--- config.mk ---
export PLATFORM = sky130hd
export DESIGN_NAME = updown_counter_param
export DESIGN_NICKNAME = d
export VERILOG_FILES = /design/src/rtl/updown_counter_pkg.sv /design/src/rtl/updown_counter_next.sv /design/src/rtl/updown_counter_param.sv
export SDC_FILE = /design/constraint.sdc
export NUM_CORES = 1
export LEC_CHECK = 0
export ABC_CLOCK_PERIOD_IN_PS = 1700
export BUFFER_PORTS_ARGS = -buffer_cell sky130_fd_sc_hd__buf_2
export CORE_AREA = 2 2 39 41
export DETAILED_ROUTE_END_ITERATION = 16
export DIE_AREA = 0 0 41 43
export GPL_TIMING_DRIVEN = 0
export PLACE_DENSITY = 0.65
export SYNTH_ARGS = -nofsm -noshare
export SYNTH_HDL_FRONTEND = slang
export SYNTH_SLANG_ARGS = --single-unit
export TNS_END_PERCENT = 20
--- constraint.sdc ---
create_clock -name clk -period 1.7 [get_ports clk]
set_input_delay 0.255 -clock clk [delete_from_list [all_inputs] [get_ports clk]]
set_output_delay 0.255 -clock clk [all_outputs]
set_load 0.02 [all_outputs]
--- src/rtl/updown_counter_pkg.sv ---
// Shared constants for the parametrised up/down counter family.
package updown_counter_pkg;

    localparam logic DIR_UP    = 1'b0;
    localparam logic DIR_DOWN  = 1'b1;
    localparam logic MODE_WRAP = 1'b0;
    localparam logic MODE_SAT  = 1'b1;

endpackage : updown_counter_pkg

--- src/rtl/updown_counter_next.sv ---
// Combinational next-count and terminal-count event logic for updown_counter_param.
module updown_counter_next
    import updown_counter_pkg::*;
#(
    parameter int          WIDTH     = 4,
    parameter int unsigned MAX_COUNT = (2 ** WIDTH) - 1
) (
    input  logic [WIDTH-1:0] count_i,
    input  logic             en_i,
    input  logic             sel_i,
    input  logic             mode_i,
    input  logic             load_i,
    input  logic [WIDTH-1:0] load_value_i,
    output logic [WIDTH-1:0] count_d_o,
    output logic             tc_d_o
);

    localparam logic [WIDTH-1:0] MAX_C  = WIDTH'(MAX_COUNT);
    localparam logic [WIDTH-1:0] ZERO_C = {WIDTH{1'b0}};
    localparam logic [WIDTH-1:0] ONE_C  = WIDTH'(1'b1);

    function automatic logic [WIDTH-1:0] clamp_to_max(input logic [WIDTH-1:0] value);
        if (value > MAX_C) begin
            return MAX_C;
        end else begin
            return value;
        end
    endfunction

    // Boundaries are compared against MAX_C explicitly so non-power-of-two ranges wrap correctly.
    always_comb begin
        count_d_o = count_i;
        tc_d_o    = 1'b0;
        if (load_i) begin
            count_d_o = clamp_to_max(load_value_i);
        end else if (en_i) begin
            if (sel_i == DIR_UP) begin
                if (count_i >= MAX_C) begin
                    tc_d_o    = 1'b1;
                    count_d_o = (mode_i == MODE_SAT) ? MAX_C : ZERO_C;
                end else begin
                    count_d_o = count_i + ONE_C;
                end
            end else begin
                if (count_i == ZERO_C) begin
                    tc_d_o    = 1'b1;
                    count_d_o = (mode_i == MODE_SAT) ? ZERO_C : MAX_C;
                end else begin
                    count_d_o = count_i - ONE_C;
                end
            end
        end else begin
            count_d_o = count_i;
            tc_d_o    = 1'b0;
        end
    end

endmodule : updown_counter_next

--- src/rtl/updown_counter_param.sv ---
// Parametrised up/down counter with wrap/saturate, load, boundary flags and tc pulse.
// Optional sticky ovf/udf status (with status_clr) when UPDOWN_COUNTER_STATUS_EN is defined.
module updown_counter_param
    import updown_counter_pkg::*;
#(
    parameter int          WIDTH       = 4,
    parameter int unsigned MAX_COUNT   = (2 ** WIDTH) - 1,
    parameter int unsigned RESET_VALUE = 0
) (
    input  logic             clk,
    input  logic             reset,
    input  logic             en,
    input  logic             sel,
    input  logic             mode,
    input  logic             load,
    input  logic [WIDTH-1:0] load_value,
    output logic [WIDTH-1:0] count,
    output logic             at_max,
    output logic             at_min,
    output logic             tc
`ifdef UPDOWN_COUNTER_STATUS_EN
   ,input  logic             status_clr,
    output logic             ovf,
    output logic             udf
`endif
);

    localparam logic [WIDTH-1:0] MAX_C   = WIDTH'(MAX_COUNT);
    localparam logic [WIDTH-1:0] RESET_C = WIDTH'(RESET_VALUE);

    logic [WIDTH-1:0] count_q;
    logic [WIDTH-1:0] count_d;
    logic             tc_q;
    logic             tc_d;

    updown_counter_next #(
        .WIDTH     (WIDTH),
        .MAX_COUNT (MAX_COUNT)
    ) u_next (
        .count_i      (count_q),
        .en_i         (en),
        .sel_i        (sel),
        .mode_i       (mode),
        .load_i       (load),
        .load_value_i (load_value),
        .count_d_o    (count_d),
        .tc_d_o       (tc_d)
    );

    // Count and terminal-count pulse registers.
    always_ff @(posedge clk or negedge reset) begin
        if (!reset) begin
            count_q <= RESET_C;
            tc_q    <= 1'b0;
        end else begin
            count_q <= count_d;
            tc_q    <= tc_d;
        end
    end

    assign count  = count_q;
    assign tc     = tc_q;
    assign at_max = (count_q == MAX_C);
    assign at_min = (count_q == {WIDTH{1'b0}});

`ifdef UPDOWN_COUNTER_STATUS_EN
    logic ovf_q;
    logic ovf_d;
    logic udf_q;
    logic udf_d;

    // A boundary event in the same cycle as status_clr keeps its flag set.
    always_comb begin
        ovf_d = ovf_q;
        udf_d = udf_q;
        if (tc_d && (sel == DIR_UP)) begin
            ovf_d = 1'b1;
        end else if (status_clr) begin
            ovf_d = 1'b0;
        end else begin
            ovf_d = ovf_q;
        end
        if (tc_d && (sel == DIR_DOWN)) begin
            udf_d = 1'b1;
        end else if (status_clr) begin
            udf_d = 1'b0;
        end else begin
            udf_d = udf_q;
        end
    end

    // Sticky overflow/underflow status registers.
    always_ff @(posedge clk or negedge reset) begin
        if (!reset) begin
            ovf_q <= 1'b0;
            udf_q <= 1'b0;
        end else begin
            ovf_q <= ovf_d;
            udf_q <= udf_d;
        end
    end

    assign ovf = ovf_q;
    assign udf = udf_q;
`endif

endmodule : updown_counter_param
==> results of run 1 <==
[sequential cells by signal, summed over array words and instances, names as in the netlist]
register and cells:
tc 1, count 4
[critical path, stage by stage, from the launching register on]
cell       delay, ns
dfrtp_2         0.42
ha_2            0.21
and4b_2         0.23
mux2_4          0.29
a2111oi_4       0.27
o31ai_1         0.10
[worst max-delay path by stage]
stage               startpoint        to  slack, ns  cells past startpoint
floorplan             count[0]  count[1]       0.02                      5
global placement      count[0]  count[1]      -0.04                      5
detailed placement    count[0]  count[1]      -0.04                      5
CTS                   count[1]  count[1]       0.02                      6
global route          count[1]  count[1]     -0.005                      5
finish                count[0]  count[1]       0.05                      5
[per-layer routing]
metal	vias to the layer above	global-route usage	routed length [um]
li1	240	-	-
met1	207	0.182	475
met2	21	0.225	546
met3	0	0.0314	86
met4	0	0.0400	0
met5	-	0	0
[power groups by stage]
stage / logic (mW) / clock network (mW) / registers [mW]
final: 0.199 / 0.134 / 0.148
after global routing: 0.216 / 0.151 / 0.151
after CTS: 0.197 / 0.140 / 0.147
after detailed placement: 0.181 / 0 / 0.153
after global placement: 0.178 / 0 / 0.154
after floorplan: 0.121 / 0 / 0.164
[metrics by stage]
step / power (mW) / setup slack [ns] / instances / hold slack, ns
2_1_floorplan: 0.285 / 0.0197 / 53 / -0.0406
3_3_place_gp: 0.332 / -0.0386 / 83 / 0.0715
3_5_place_dp: 0.334 / -0.0416 / 83 / 0.0760
4_1_cts: 0.484 / 0.0192 / 90 / 0.225
5_1_grt: 0.519 / -0.00536 / 92 / 0.235
6_report: 0.480 / 0.0468 / 92 / 0.229
[cell families (layout without fill, tap and decap cells)]
kind of cell / count (synthesis) / after routing
compound gates: 16 / 16
flops: 5 / 5
buf+inv: 8 / 31
simple gates: 20 / 20
fa+ha+maj: 2 / 2
mux: 2 / 2
[final cells by class]
cell class / count / area share
sequential: 5 / 0.197
tap: 16 / 0.0309
clock buffer: 4 / 0.0406
buffer: 3 / 0.0348
multi-input combinational: 40 / 0.497
inverter: 5 / 0.0290
timing repair buffer: 19 / 0.170
[repair_timing]
item / in CTS / in global routing
setup endpoints to repair: 1 / 2
hold buffers: 1 / 0
setup buffers: 2 / 2
hold endpoints to repair: 5 / 0
pin swaps: 0 / 1
gates resized for setup: 1 / 2
[placed cells by master, fill, tap and decap left out, types with 2 or more instances in the layout]
| cell | netlist | routed |
|---|---|---|
| inv_2 | 0 | 2 |
| a21oi_1 | 3 | 3 |
| inv_1 | 5 | 3 |
| clkbuf_4 | 0 | 3 |
| nand2b_1 | 2 | 2 |
| o31ai_1 | 2 | 2 |
| buf_2 | 0 | 14 |
| dfrtp_2 | 0 | 2 |
| nor3_1 | 2 | 2 |
| o21ai_0 | 2 | 2 |
| nor2_1 | 6 | 6 |
| nand2_1 | 4 | 4 |
| buf_4 | 1 | 5 |
| dfrtp_1 | 5 | 3 |
==> summary.txt, run 1 <==
Status
  – Status: finished clean

Yosys
  – Unique masters post-synth: 29
  – Post-synthesis register bit count: 5
  – Largest family of logic cells by synthesized area: compound AO/OA/AOI/OAI gates
  – Synth Area in Adders: 0.0549
  – Mapped Area: 455 um^2
  – Mux contribution to synthesized area: 0.0549
  – Async S/R FF share, synth: 1.00
  – Synth Flop Type: dfrtp_1
  – Synth Area in Compound Gates: 0.283
  – Synth Area in Simple Gates: 0.242
  – Synth area leaders: dfrtp_1 27%, a2111oi_4 6.0%, ha_1 5.5%
  – Synth top area share: 0.275
  – Post-synth top cells: 6 x nor2_1, 5 x dfrtp_1, 5 x inv_1
  – Synth Area in XOR/XNOR: 0
  – Count leader, synth: nor2_1
  – Synthesized Nets: 65
  – Synthesized area per cell: 8.59 um^2
  – Synth warn: 0
  – Number of synthesized flops with an enable pin: 0
  – Sequential element share of the synthesized area: 0.275
  – Synth Instances: 53
  – Yosys top cell by area: dfrtp_1

Pwr
  – Switching share of total power: 0.340
  – Max IR drop VDD: 362 uV
  – Power per cell area: 743 mW/mm^2
  – Clock network power share: 0.278
  – Switching component of the power: 163 uW
  – Pint: 317 uW
  – Reg power frac: 0.309
  – Comb pwr share: 0.413
  – Static Leak: 0.308 nW

Detailed routing
  – Via count: 468
  – Vias per cell: 5.09
  – Post-route ant nets: 0
  – DRT Pass-1 Iters: 4
  – Avg WL per Cell: 12.0 um
  – Initial DRC count: 11
  – Drt drc: 0
  – Total wire length: 1110 um

Timing
  – Slew @ Worst Pin: 0.329 ns
  – Final period util: 0.972
  – Achievable Freq: 605 MHz
  – Final Hold Viols: 0
  – Worst relative slew slack: 0.781
  – Setup_tns: 0 ns
  – Slew Viols, Final: 0
  – Worst Clk Skew: 0.000311 ns
  – Min Clock Period, post-route: 1.65 ns
  – Setup-failing EPs final: 0

Global route
  – Grt total ovfl: 0
  – Antenna violations before repair: 0
  – GRT Util Overall: 0.141
  – Largest net degree at the start of global routing: 11
  – First-pass GRT wire length: 1700 um
  – Vias in the first global route: 423

Worst hold path
  – Hold Path Stages: 3
  – Hold path startpoint: load_value[1]
  – Hold Path Class: primary input to flop
  – WHS Endpoint: count[1]

Worst setup path
  – Worst setup EP type: flop
  – R2R Setup Slk: 0.05 ns
  – Worst r2r dst: count[1]
  – Setup Crit Path Kind: flop to flop
  – R2R depth: 5
  – CP arrival: 1.76 ns
  – CP max FO: 4
  – Startpoint types: flop
  – CP required: 1.81 ns
  – Reg2reg start: count[0]

CTS
  – CTS Buffer Depth: 2
  – Num CTS Buffers: 3
  – Worst-Skew Late Latency: 0.24 ns
  – Clock Sinks: 5
  – H-tree levels: 1
  – CTS tree: yes
  – Worst-path clk slew: 0.04 ns
  – CTS Root Cell: clkbuf_4

Finish
  – Design area: 647 um^2
  – FILL cells: 136
  – Nets: 89
  – FF+latch area: 128 um^2
  – Area grow syn2layout: 42.0%
  – Share of cells above drive strength 1: 0.447
  – Antenna cells: 0
  – Final core occ: 0.467
  – Area of the multi-input gates: 322 um^2

Floorplan
  – Initial core utilization: 0.329
  – Die W: 41 um
  – Row Count: 14
  – DIE HEIGHT: 43 um
  – Total core area: 0.00138 mm^2
  – Io pins: 17
  – Die Footprint: 0.00176 mm^2

Placement
  – Routability Congestion: 0.708
  – Placed Area: 577 um^2
  – Post-DP HPWL: 832 um
  – Port bufs: 14

Job
  – # Max-Cap Violations: 0
No activity file was read; power rests on OpenSTA's default activity.
==> run 2, diff against run 1 <==
CELL_PAD_IN_SITES_DETAIL_PLACEMENT = 0   (was not set)
CELL_PAD_IN_SITES_GLOBAL_PLACEMENT = 1   (was not set)
CORE_AREA = not set   (was 2 2 39 41)
CORE_MARGIN = 2   (was not set)
CORE_UTILIZATION = 29   (was not set)
DIE_AREA = not set   (was 0 0 41 43)
PLACE_DENSITY = 0.74   (was 0.65)
==> summary.txt, run 2 (synthesized netlist as in run 1, its figures left out) <==
Status
  – Status: finished clean

CTS
  – CTS Root Cell: clkbuf_4
  – CTS Buffer Depth: 2 (unchanged)
  – CTS tree: yes
  – H-tree levels: 1 (unchanged)
  – Num CTS Buffers: 3 (unchanged)
  – Worst-Skew Late Latency: 0.24 ns (about the same)
  – Clock Sinks: 5 (unchanged)
  – Worst-path clk slew: 0.04 ns (about the same)

Placement
  – Port bufs: 14 (unchanged)
  – Placed cell count: 83 (unchanged)
  – Post-DP HPWL: 814 um (-2.2%)
  – Routability Congestion: 0.721 (+1.8%)

Floorplan
  – Io pins: 17 (unchanged)
  – Total core area: 0.00149 mm^2 (+7.6%)
  – Die W: 43.6 um (+6.4%)
  – Die Footprint: 0.00190 mm^2 (+8.0%)
  – DIE HEIGHT: 43.6 um (+1.5%)
  – Initial core utilization: 0.306 (-0.0232)
  – Row Count: 14 (unchanged)

Global route
  – Antenna violations before repair: 0 (unchanged)
  – Vias in the first global route: 442 (+4.5%)
  – Grt total ovfl: 0 (unchanged)
  – GRT Util Overall: 0.130 (-0.0112)
  – First-pass GRT wire length: 1860 um (+9.3%)
  – Largest net degree at the start of global routing: 11 (unchanged)

Finish
  – Share of cells above drive strength 1: 0.427 (-0.0207)
  – Nets: 88 (-1.1%)
  – Area grow syn2layout: 41.2%
  – Most common cell after layout, fill and taps aside: buf_2
  – Final core occ: 0.432 (-0.0355)
  – Final Non-Filler Cells: 91 (-1.1%)
  – Largest register FFs: 4 (unchanged)
  – Antenna cells: 0 (unchanged)
  – Most frequent cells in the layout: 14 x buf_2, 6 x nor2_1, 4 x inv_1, 4 x buf_4, 4 x nand2_1

Detailed routing
  – DRT Pass-1 Iters: 4 (unchanged)
  – Via count: 459 (-1.9%)
  – Avg WL per Cell: 12.1 um (+0.37%)
  – Drt drc: 0 (unchanged)
  – Post-route ant nets: 0 (unchanged)
  – Vias per cell: 5.04 (-0.85%)
  – Total wire length: 1100 um (-0.72%)
  – Initial DRC count: 5 (-6)

Worst setup path
  – Setup Crit Path Kind: flop to flop
  – R2R Setup Slk: 0.1 ns (+0.05 ns)
  – CP arrival: 1.71 ns (-0.05 ns)
  – Reg2reg start: count[1]
  – Critical path buffer and inverter count: 1 (+1)
  – Slowest CP cell: dfrtp_2
  – R2R depth: 6 (+1)
  – CP max stage delay: 0.39 ns (-0.03 ns)
  – CP required: 1.80 ns (about the same)
  – Worst r2r dst: count[0]
  – CP cell instances: inv_1, ha_4, and4bb_1, mux2_4, o31ai_2, o21ai_1
  – CP max FO: 5 (+1)
  – Worst setup EP type: flop
  – CP top delay family: flip-flops
  – Startpoint types: flop

Worst hold path
  – WHS Endpoint: count[1]
  – Hold Path Class: primary input to flop
  – Hold path startpoint: load_value[1]
  – Hold Path Stages: 3 (unchanged)

Timing
  – Min Clock Period, post-route: 1.60 ns (-0.0525 ns)
  – Setup-failing EPs final: 0 (unchanged)
  – Slew @ Worst Pin: 0.329 ns (+0.000354 ns)
  – Final Hold Viols: 0 (unchanged)
  – Slew Viols, Final: 0 (unchanged)
  – Achievable Freq: 625 MHz (+3.3%)
  – Worst Clk Skew: 0.00827 ns (+0.00796 ns)
  – Worst relative slew slack: 0.780 (about the same)
  – Unrepaired setup endpoints after global routing: no
  – Final period util: 0.942 (-0.0309)
  – Setup_tns: 0 ns (unchanged)

Pwr
  – Total power: 486 uW (+1.1%)
  – Power per cell area: 755 mW/mm^2 (+1.7%)
  – Static Leak: 0.306 nW (-0.93%)
  – Max IR drop VDD: 366 uV (+1.3%)

Job
  – # Max-Cap Violations: 0 (unchanged)
[run 2: cell types whose count changed in the layout (fill, tap and decap cells not counted)]
cell     before  now
buf_4         5    4
inv_2         2    1
and4b_2       1    0
o31ai_1       2    1
o31ai_2       0    1
inv_1         3    4
and4b_1       0    1
[run 2: layer usage]
layer  up-vias  share of wire  global-route usage
li1        238              -                   -
met1       202           0.43               0.159
met2        19           0.51               0.229
met3         0          0.055              0.0250
met4         0              0              0.0364
met5         -              0                   0
[run 2: worst max-delay path by stage]
stage / startpoint / to / slack (ns) / depth (start not counted)
after global placement: count[0] / count[1] / -0.05 / 5
after CTS: count[1] / count[1] / 0.01 / 6
after detailed placement: count[0] / count[1] / -0.05 / 5
after global routing: count[1] / count[1] / 0.02 / 6
final: count[1] / count[0] / 0.1 / 6
after floorplan: count[0] / count[1] / 0.02 / 5
[run 2: repair_timing]
item	4_1_cts	5_1_grt
buffers inserted	3	0
hold endpoints to repair	5	0
hold buffers	1	0
resized for setup	0	2
setup endpoints to repair	1	2
pin swaps	1	1
[run 2: tightest hold or removal path, cell delays in order]
cell and delay, ns:
buf_2 0.07, nand2_1 0.05, o31ai_1 0.05
[run 2: area by class of cell]
type	instances	area (um^2)
fill	154	846
multi-input combinational	40	325
sequential	5	128
timing repair buffer	18	103
clock buffer	4	26.3
buffer	3	22.5
tap	16	20.0
inverter	5	18.8
[run 2: metrics by stage]
stage          hold WS [ns]  instance area [um^2]  setup WS, ns
6_report              0.228                   643        0.0993
5_1_grt               0.234                   643        0.0204
4_1_cts               0.218                   636        0.0128
3_5_place_dp         0.0742                   577       -0.0497
3_3_place_gp         0.0740                   577       -0.0522
2_1_floorplan       -0.0406                   487        0.0197
[run 2: power by group]
group | internal [mW] | total [mW] | switching, mW
clock network | 0.0889 | 0.140 | 0.0511
registers | 0.132 | 0.149 | 0.0174
logic | 0.0957 | 0.196 | 0.101
==> run 3, diff against run 2 <==
ABC_CLOCK_PERIOD_IN_PS = 1900   (was 1700)
CORE_UTILIZATION = 35   (was 29)
PLACE_DENSITY = 0.83   (was 0.74)
REMOVE_ABC_BUFFERS = 1   (was not set)
clock period = 1.9 ns   (was 1.7 ns; I/O delays follow)
==> summary.txt, run 3 (synthesized netlist as in run 1, its figures left out) <==
Global route
  – First-pass GRT wire length: 1650 um (-11%)
  – Antenna violations before repair: 0 (unchanged)
  – Vias in the first global route: 382 (-14%)
  – Largest net degree at the start of global routing: 12 (+1)
  – GRT Util Overall: 0.164 (+0.0337)
  – Grt total ovfl: 0 (unchanged)

Placement
  – Routability Congestion: 0.773 (+7.2%)
  – Port bufs: 16 (+2)
  – Post-DP HPWL: 796 um (-2.2%)
  – Placed cell count: 80 (-3.6%)

Floorplan
  – Row Count: 12 (-2)
  – Die W: 40.1 um (-8.2%)
  – Total core area: 0.00116 mm^2 (-22%)
  – Initial core utilization: 0.394 (+0.0881)
  – Io pins: 17 (unchanged)
  – DIE HEIGHT: 40.1 um (-8.2%)
  – Die Footprint: 0.00161 mm^2 (-16%)

CTS
  – Worst-path clk slew: 0.04 ns (about the same)
  – CTS tree: yes
  – CTS Buffer Depth: 2 (unchanged)
  – H-tree levels: 1 (unchanged)
  – CTS Root Cell: clkbuf_4
  – Num CTS Buffers: 3 (unchanged)
  – Worst-Skew Late Latency: 0.25 ns (about the same)
  – Clock Sinks: 5 (unchanged)

Pwr
  – Static Leak: 0.286 nW (-6.5%)
  – Total power: 400 uW (-18%)
  – Reg power frac: 0.344 (+0.037)
  – Max IR drop VDD: 385 uV (+5.2%)
  – Switching share of total power: 0.346 (-0.00220)
  – Pint: 262 uW (-17%)
  – Switching component of the power: 139 uW (-18%)
  – Clock network power share: 0.308 (+0.020)
  – Power per cell area: 694 mW/mm^2 (-8.1%)
  – Comb pwr share: 0.348 (-0.057)

Worst setup path
  – Worst setup EP type: flop
  – Startpoint types: flop
  – Slowest CP cell: dfrtp_2
  – Critical path buffer and inverter count: 1 (unchanged)
  – Setup Crit Path Kind: flop to flop
  – CP max FO: 7 (+2)
  – CP arrival: 1.89 ns (+0.18 ns)
  – CP top delay family: flip-flops
  – R2R Setup Slk: 0.13 ns (+0.03 ns)
  – CP max stage delay: 0.42 ns (+0.03 ns)
  – CP required: 2.02 ns (+0.22 ns)
  – CP cell instances: inv_1, ha_1, and4bb_1, mux2_4, a2111oi_4, o31ai_1

Detailed routing
  – Via count: 459 (unchanged)
  – Initial DRC count: 4 (-1)
  – Total wire length: 1030 um (-6.6%)
  – Post-route ant nets: 0 (unchanged)
  – Drt drc: 0 (unchanged)
  – Avg WL per Cell: 11.9 um (-1.2%)
  – DRT Pass-1 Iters: 3 (-1)
  – Vias per cell: 5.34 (+5.8%)

Finish
  – Most frequent cells in the layout: 16 x buf_2, 6 x nor2_1, 5 x inv_1
  – Largest register FFs: 4 (unchanged)
  – FILL cells: 120 (-22%)
  – Antenna cells: 0 (unchanged)
  – Most common cell after layout, fill and taps aside: buf_2
  – Share of cells above drive strength 1: 0.333 (-0.0933)
  – Nets: 85 (-3.4%)
  – Area grow syn2layout: 26.6%
  – Final Non-Filler Cells: 86 (-5.5%)

Timing
  – Worst Clk Skew: 0.00178 ns (-0.00649 ns)
  – Unrepaired setup endpoints after global routing: no
  – Worst relative slew slack: 0.778 (-0.00278)
  – Final Hold Viols: 0 (unchanged)
  – Slew @ Worst Pin: 0.333 ns (+0.00344 ns)
  – Final period util: 0.930 (-0.0117)
  – Slew Viols, Final: 0 (unchanged)
  – Min Clock Period, post-route: 1.77 ns (+0.166 ns)
  – Achievable Freq: 566 MHz (-9.4%)
  – Setup-failing EPs final: 0 (unchanged)

Status
  – Status: finished clean

Job
  – # Max-Cap Violations: 0 (unchanged)

Worst hold path
  – Hold Path Class: primary input to flop
==> run 3: changes by cell type in the layout (fill, tap and decap cells not counted), moves of 2 or more <==
cell     delta
nor3b_1     +2
buf_4       -3
ha_1        +2
buf_2       +2
==> run 3: layout make-up <==
| type | instances | area, um^2 | area share |
|---|---|---|---|
| timing repair buffer | 18 | 97.6 | 0.169 |
| inverter | 5 | 18.8 | 0.0325 |
| multi-input combinational | 40 | 289 | 0.501 |
| clock buffer | 4 | 26.3 | 0.0456 |
| tap | 14 | 17.5 | 0.0304 |
| sequential | 5 | 128 | 0.221 |
==> run 3: path summary, 6_finish.rpt <==
path / start / end / cells past startpoint
setup / recovery: count[1] / count[1] / 6
hold / removal: load_value[1] / count[1] / 3
setup reg to reg: count[1] / count[1] / 6
hold reg to reg: count[1] / count[1] / 2
max in group asynchronous: reset / count[1] / 2
min in group asynchronous: reset / tc / 2
==> run 3: stage by stage <==
stage / TNS (ns) / util / worst slack, ns / hold WS, ns / instance area (um^2)
2_1_floorplan: -0.216 / - / -0.216 / -0.0106 / 433
3_3_place_gp: 0 / 0.459 / 0.0555 / 0.103 / 531
3_5_place_dp: 0 / 0.459 / 0.0353 / 0.103 / 531
4_1_cts: 0 / 0.490 / 0.0274 / 0.259 / 567
5_1_grt: 0 / 0.499 / 0.0101 / 0.267 / 577
6_report: 0 / 0.499 / 0.133 / 0.260 / 577
==> run 3: timing repair <==
| item | 4_1_cts | 5_1_grt |
|---|---|---|
| hold endpoints to repair | 5 | 0 |
| setup endpoints to repair | 0 | 2 |
| gates resized for setup | 0 | 2 |
| hold buffers | 1 | 0 |
| setup buffers | 0 | 1 |
==> run 3: tightest hold or removal path, stage by stage <==
cell,delay (ns)
buf_2,0.08
nand2_1,0.05
o31ai_1,0.05
==> run 3: power by group through the flow <==
stage	clock [mW]	combinational, mW	sequential (mW)
CTS	0.129	0.135	0.139
floorplan	0	0.0801	0.147
global route	0.132	0.154	0.140
detailed placement	0	0.133	0.140
finish	0.123	0.139	0.138
global placement	0	0.132	0.140
==> run 3: routing by layer <==
layer,vias up,share of wire,routed length [um],track usage
met5,-,0,0,0
met3,2,0.075,77,0.0833
met4,0,0.011,11,0.0517
met1,213,0.48,497,0.213
met2,15,0.43,440,0.230
li1,229,-,-,-
